--- src/rtl/fm_write.sv ---
// fm_write: feature-map line-buffer writer.
// Takes a raster pixel stream and writes row r into row RAM (r mod 3) at
// address = column. Row-level credits (rows_filled / row_release) keep the
// writer from overwriting rows the downstream 3x3 window reader still needs.
// All RAM-side outputs are registered, one cycle after the accepted pixel.
// Optional feature macro: FM_WRITE_ZERO_PAD_EN
//   defined     -> each row is stored as W+2 entries with a zero at address 0
//                  and at address W+1; pixel column c lands at address c+1.
//   not defined -> no padding, pixel column c lands at address c.
module fm_write #(
    parameter int DW = 8,
    parameter int AW = 11
) (
    input  logic            clk,
    input  logic            rst_n,
    input  logic            module_en,
    input  logic            refresh,
    input  logic [8:0]      fm_width,
    input  logic [8:0]      fm_height,
    input  logic            din_valid,
    input  logic [DW-1:0]   din,
    output logic            din_ready,
    input  logic            row_release,
    output logic [2:0]      ram_wen,
    output logic [3*AW-1:0] ram_waddr,
    output logic [DW-1:0]   ram_wdata,
    output logic [1:0]      rows_filled,
    output logic            frame_done
);

`ifdef FM_WRITE_ZERO_PAD_EN
    typedef enum logic [2:0] {
        S_IDLE  = 3'd0,
        S_WRITE = 3'd1,
        S_WAIT  = 3'd2,
        S_DONE  = 3'd3,
        S_PAD_L = 3'd4,
        S_PAD_R = 3'd5
    } state_t;
`else
    typedef enum logic [1:0] {
        S_IDLE  = 2'd0,
        S_WRITE = 2'd1,
        S_WAIT  = 2'd2,
        S_DONE  = 2'd3
    } state_t;
`endif

    state_t          state_q, state_d;
    logic [8:0]      colCnt_q, colCnt_d;
    logic [8:0]      rowCnt_q, rowCnt_d;
    logic [8:0]      width_q, width_d;
    logic [8:0]      height_q, height_d;
    logic [1:0]      wrSel_q, wrSel_d;
    logic [1:0]      rowsFilled_q, rowsFilled_d;
    logic [2:0]      wen_q, wen_d;
    logic [3*AW-1:0] waddr_q, waddr_d;
    logic [DW-1:0]   wdata_q, wdata_d;
    logic            frameDone_q, frameDone_d;

    logic            transfer;
    logic            lastCol;
    logic            lastRow;
    logic            rowDone;
    logic            wrValid;
    logic [AW-1:0]   wrAddr;
    logic [DW-1:0]   wrData;

    // Ready only depends on registered state so it never loops back through din_valid.
    always_comb begin
        din_ready = module_en && (state_q == S_WRITE) && (rowsFilled_q != 2'd3);
        transfer  = din_valid && din_ready;
        lastCol   = (colCnt_q == (width_q - 9'd1));
        lastRow   = (rowCnt_q == (height_q - 9'd1));
    end

    // Next-state, counters, credits and the registered RAM write port.
    always_comb begin
        state_d      = state_q;
        colCnt_d     = colCnt_q;
        rowCnt_d     = rowCnt_q;
        width_d      = width_q;
        height_d     = height_q;
        wrSel_d      = wrSel_q;
        rowsFilled_d = rowsFilled_q;
        wen_d        = 3'b000;
        waddr_d      = waddr_q;
        wdata_d      = wdata_q;
        frameDone_d  = 1'b0;
        rowDone      = 1'b0;
        wrValid      = 1'b0;
        wrAddr       = '0;
        wrData       = '0;

        case (state_q)
            S_IDLE: begin
                if (module_en && (fm_width != 9'd0) && (fm_height != 9'd0)) begin
                    width_d  = fm_width;
                    height_d = fm_height;
                    colCnt_d = 9'd0;
                    rowCnt_d = 9'd0;
`ifdef FM_WRITE_ZERO_PAD_EN
                    state_d  = S_PAD_L;
`else
                    state_d  = S_WRITE;
`endif
                end
            end
            S_WRITE: begin
                if (transfer) begin
                    wrValid = 1'b1;
`ifdef FM_WRITE_ZERO_PAD_EN
                    wrAddr  = AW'(colCnt_q) + AW'(1);
`else
                    wrAddr  = AW'(colCnt_q);
`endif
                    wrData  = din;
                    if (lastCol) begin
                        colCnt_d = 9'd0;
`ifdef FM_WRITE_ZERO_PAD_EN
                        state_d  = S_PAD_R;
`else
                        rowDone  = 1'b1;
`endif
                    end else begin
                        colCnt_d = colCnt_q + 9'd1;
                    end
                end
            end
`ifdef FM_WRITE_ZERO_PAD_EN
            S_PAD_L: begin
                if (module_en && (rowsFilled_q != 2'd3)) begin
                    wrValid = 1'b1;
                    wrAddr  = '0;
                    state_d = S_WRITE;
                end
            end
            S_PAD_R: begin
                if (module_en) begin
                    wrValid = 1'b1;
                    wrAddr  = AW'(width_q) + AW'(1);
                    rowDone = 1'b1;
                    state_d = S_PAD_L;
                end
            end
`endif
            S_WAIT: begin
                if (module_en && (rowsFilled_q != 2'd3)) begin
`ifdef FM_WRITE_ZERO_PAD_EN
                    state_d = S_PAD_L;
`else
                    state_d = S_WRITE;
`endif
                end
            end
            S_DONE: begin
                if (module_en) begin
                    frameDone_d = 1'b1;
                    state_d     = S_IDLE;
                end
            end
            default: state_d = S_IDLE;
        endcase

        if (wrValid) begin
            wen_d   = 3'b001 << wrSel_q;
            wdata_d = wrData;
            for (int k = 0; k < 3; k++) begin
                if (wrSel_q == 2'(k)) begin
                    waddr_d[k*AW +: AW] = wrAddr;
                end
            end
        end

        // A completed row and a release in the same cycle cancel out.
        if (rowDone && !row_release) begin
            rowsFilled_d = (rowsFilled_q == 2'd3) ? 2'd3 : rowsFilled_q + 2'd1;
        end else if (!rowDone && row_release && (rowsFilled_q != 2'd0)) begin
            rowsFilled_d = rowsFilled_q - 2'd1;
        end

        if (rowDone) begin
            rowCnt_d = rowCnt_q + 9'd1;
            wrSel_d  = (wrSel_q == 2'd2) ? 2'd0 : wrSel_q + 2'd1;
            if (lastRow) begin
                state_d = S_DONE;
            end else if (rowsFilled_d == 2'd3) begin
                state_d = S_WAIT;
            end
        end

        // Frame restart wins over everything and drops any write in flight.
        if (refresh) begin
            state_d      = S_IDLE;
            colCnt_d     = 9'd0;
            rowCnt_d     = 9'd0;
            wrSel_d      = 2'd0;
            rowsFilled_d = 2'd0;
            wen_d        = 3'b000;
            waddr_d      = waddr_q;
            wdata_d      = wdata_q;
            frameDone_d  = 1'b0;
        end
    end

    // State and datapath registers.
    always_ff @(posedge clk or negedge rst_n) begin
        if (!rst_n) begin
            state_q      <= S_IDLE;
            colCnt_q     <= 9'd0;
            rowCnt_q     <= 9'd0;
            width_q      <= 9'd0;
            height_q     <= 9'd0;
            wrSel_q      <= 2'd0;
            rowsFilled_q <= 2'd0;
            wen_q        <= 3'b000;
            waddr_q      <= '0;
            wdata_q      <= '0;
            frameDone_q  <= 1'b0;
        end else begin
            state_q      <= state_d;
            colCnt_q     <= colCnt_d;
            rowCnt_q     <= rowCnt_d;
            width_q      <= width_d;
            height_q     <= height_d;
            wrSel_q      <= wrSel_d;
            rowsFilled_q <= rowsFilled_d;
            wen_q        <= wen_d;
            waddr_q      <= waddr_d;
            wdata_q      <= wdata_d;
            frameDone_q  <= frameDone_d;
        end
    end

    assign ram_wen     = wen_q;
    assign ram_waddr   = waddr_q;
    assign ram_wdata   = wdata_q;
    assign rows_filled = rowsFilled_q;
    assign frame_done  = frameDone_q;

endmodule
--- config.mk ---
export PLATFORM = sky130hd
export DESIGN_NAME = fm_write
export DESIGN_NICKNAME = d
export VERILOG_FILES = /design/src/rtl/fm_write.sv
export SDC_FILE = /design/constraint.sdc
export NUM_CORES = 1
export LEC_CHECK = 0
export CELL_PAD_IN_SITES_DETAIL_PLACEMENT = 0
export CELL_PAD_IN_SITES_GLOBAL_PLACEMENT = 1
export CORE_MARGIN = 1
export CORE_UTILIZATION = 44
export DETAILED_ROUTE_END_ITERATION = 7
export GPL_ROUTABILITY_DRIVEN = 0
export HOLD_SLACK_MARGIN = 0.02
export PLACE_DENSITY = 0.93
export REMOVE_ABC_BUFFERS = 1
export SYNTH_ARGS = -nofsm -noshare
export SYNTH_HDL_FRONTEND = slang
export SYNTH_SLANG_ARGS = --single-unit
--- constraint.sdc ---
create_clock -name clk -period 7.4 [get_ports clk]
set_input_delay 2.22 -clock clk [delete_from_list [all_inputs] [get_ports clk]]
set_output_delay 2.22 -clock clk [all_outputs]
set_load 0.05 [all_outputs]
==> flow_summary.json <==
{
  "synth-seq-cells": 81,
  "relSlewSlack_pct": 31.1,
  "drc": 0,
  "yosys-top-cells-area": "dfrtp_1, mux2_2, nand2_1, xnor2_1, xor2_1",
  "finalNetCount": 529,
  "clock_latency_ns": 0.36,
  "cts_setup_buffers": 0,
  "synth_ff_type": "dfrtp_1",
  "antenna_left": 0,
  "maxSlewViolCount": 0,
  "drt-met1-wl_um": 4980,
  "drive_above_1_share_pct": 15.2,
  "grt_pass1_vias": 3384,
  "design_area_mm2": 0.00539,
  "hold_path_class": "reg2reg",
  "leakagePower_nw": 2.30,
  "endpoint_kind": "output port",
  "fin_crit_ns": 6.01,
  "yosysMostFrequentCell": "dfrtp_1",
  "synth_warnings": 0,
  "post_synth.cell_area_avg_um2": 10.3,
  "grt_max_degree": 82,
  "finalSetupViolCount": 0,
  "crit_chain": "clkdlybuf4s50_1, and4bb_1, clkdlybuf4s50_1",
  "synth-edff-count": 0,
  "dpl_cell_area_mm2": 0.00520,
  "async_reset_ff_share_pct": 100,
  "setup.worst_path.class": "in2out",
  "max_freq_ghz": 0.166,
  "period_share_pct": 81.3,
  "ios": 80,
  "chipHeight_um": 102,
  "cpMostUsedCell": "clkdlybuf4s50_1",
  "htreeDepth": 3,
  "wl_met3_um": 376,
  "required_ns": 5.18,
  "hold_viol_final": 0,
  "crit_path_max_fanout": 4,
  "grt_pass1_wl_um": 17000,
  "yosys-top-cells-count": "dfrtp_1, mux2_2, nand2_1, nor2_1, inv_1",
  "num_rows": 36,
  "synth.top_cell.area_share_pct": 45.8,
  "slowest_stage": "clkdlybuf4s50_1",
  "grt.total_usage_pct": 21.0,
  "grt_antenna_before_repair": 0,
  "synth_cell_types": 65,
  "dr.max_layer_used": "met4",
  "core_mm2": 0.00977,
  "tns_ns": 0,
  "max_slew.worst_pin.slew_ns": 1.03,
  "cts-root-buf": "clkbuf_8",
  "die_area_mm2": 0.0105,
  "drtIter0Drc": 166,
  "cp.arrival_ns": 3.79,
  "maxCapViolCount": 0,
  "dp_hpwl_um": 6890,
  "start_kind": "input pin",
  "wl_met2_um": 4400,
  "cts_tree": "yes",
  "viasPerCell": 5.47,
  "area_delta_synth_final_pct": 21.6,
  "holdBufCountCts": 0,
  "cts_buffer_depth": 2,
  "syn_inst": 430,
  "clk_pin_slew_worst_paths_ns": 0.08,
  "synth_area_mm2": 0.00443,
  "rsz0062_at_grt": "no",
  "status": "finished, final reports clean",
  "vdd.ir_drop.worst_uv": 101,
  "num_antenna_cells": 0,
  "yosys.area.top_type": "dfrtp_1",
  "pwr_density_cell_mw_per_mm2": 197,
  "cts-resized-gates": 0,
  "die_x_um": 102,
  "cts_num_sinks": 81,
  "slowest_delay_ns": 0.81,
  "yosysSeqAreaShare_pct": 45.8,
  "cts_made_buffers": 9,
  "via_count": 3437,
  "wl_per_cell_um": 15.8,
  "post-route-util_pct": 55.1,
  "cp.buffers_inverters": 2,
  "crit_family": "buffers and inverters",
  "gr-total-overflow": 0,
  "routed_wl_um": 9920,
  "portBuffers": 73,
  "initial_core_util_pct": 45.3,
  "drtPass1Iterations": 4,
  "skew_ns": 0.0118
}
[worst register-to-register path, stage by stage, from the launching register on]
cell      delay (ns)
dfrtp_1         0.46
ha_1            0.26
and4bb_1        0.32
nand2_2         0.22
nor2_1          0.85
nand3b_1        0.60
mux2_2          0.45
[layer usage]
| layer | GRT usage, % | vias up |
|---|---|---|
| met2 | 31.1 | 91 |
| met1 | 31.2 | 1671 |
| met5 | 0 | - |
| met3 | 2.87 | 14 |
| li1 | - | 1661 |
| met4 | 8.02 | 0 |
[cell families after synthesis]
family                     count (synthesis)  synth area share, %
xor gates and xnor gates                  28                 5.54
and+or+nand+nor                          147                 17.9
buffers and inverters                     46                 4.66
DFF                                       81                 45.8
other                                      1               0.0847
muxes                                     48                 12.2
adders and majority gates                  7                 1.98
AOI/OAI and AO/OA                         72                 11.9
[sequential cells by signal, summed over array words and instances (netlist names)]
register / flops
width_q: 9
wrSel_q: 2
ram_wdata: 8
state_q: 2
rows_filled: 2
ram_waddr: 27
colCnt_q: 9
height_q: 9
ram_wen: 3
rowCnt_q: 9
frame_done: 1
[report_power, final]
part / internal (mW) / total, mW / leakage [nW] / switching (mW)
registers: 0.470 / 0.505 / 1.08 / 0.0355
logic: 0.0954 / 0.240 / 1.12 / 0.144
clock network: 0.129 / 0.315 / 0.0976 / 0.186
[final timing paths]
kind,slack [ns],startpoint,to,cells after the start
min reg2reg,0.48,ram_wdata[6],ram_wdata[6],2
min in group asynchronous,2.02,rst_n,height_q[3],1
min,0.48,ram_wdata[6],ram_wdata[6],2
max reg2reg,4.11,rows_filled[0],ram_waddr[23],6
max,1.39,module_en,din_ready,3
max in group asynchronous,4.73,rst_n,wrSel_q[0],1
[metrics by stage]
stage | hold WS, ns | power (mW) | cells | setup slack, ns
after floorplan | 0.500 | 0.666 | 406 | 2.43
after global placement | 0.460 | 0.745 | 612 | 1.41
after detailed placement | 0.461 | 0.752 | 612 | 1.38
after CTS | 0.483 | 1.07 | 628 | 1.37
after global routing | 0.511 | 1.11 | 628 | 1.32
final | 0.480 | 1.06 | 628 | 1.39
[cell type report]
| cell class | count | area, um^2 |
|---|---|---|
| clock inverters | 7 | 62.6 |
| flip-flops and latches | 81 | 2030 |
| fillers | 874 | 4390 |
| multi-input cells | 308 | 2210 |
| well taps | 133 | 166 |
| clock buffers | 9 | 124 |
| repair buffers | 73 | 728 |
| inverters | 17 | 63.8 |
[placed cells by master (no fill, tap or decap), types with 10 or more instances in the layout]
| master | n |
|---|---|
| xor2_1 | 14 |
| nor3_1 | 10 |
| xnor2_1 | 14 |
| dfrtp_1 | 81 |
| o21ai_0 | 14 |
| clkdlybuf4s50_1 | 72 |
| inv_1 | 17 |
| nand3_1 | 12 |
| mux2_2 | 46 |
| nand2_1 | 41 |
| nor2_1 | 23 |
Power figures use the tool's default switching activity.
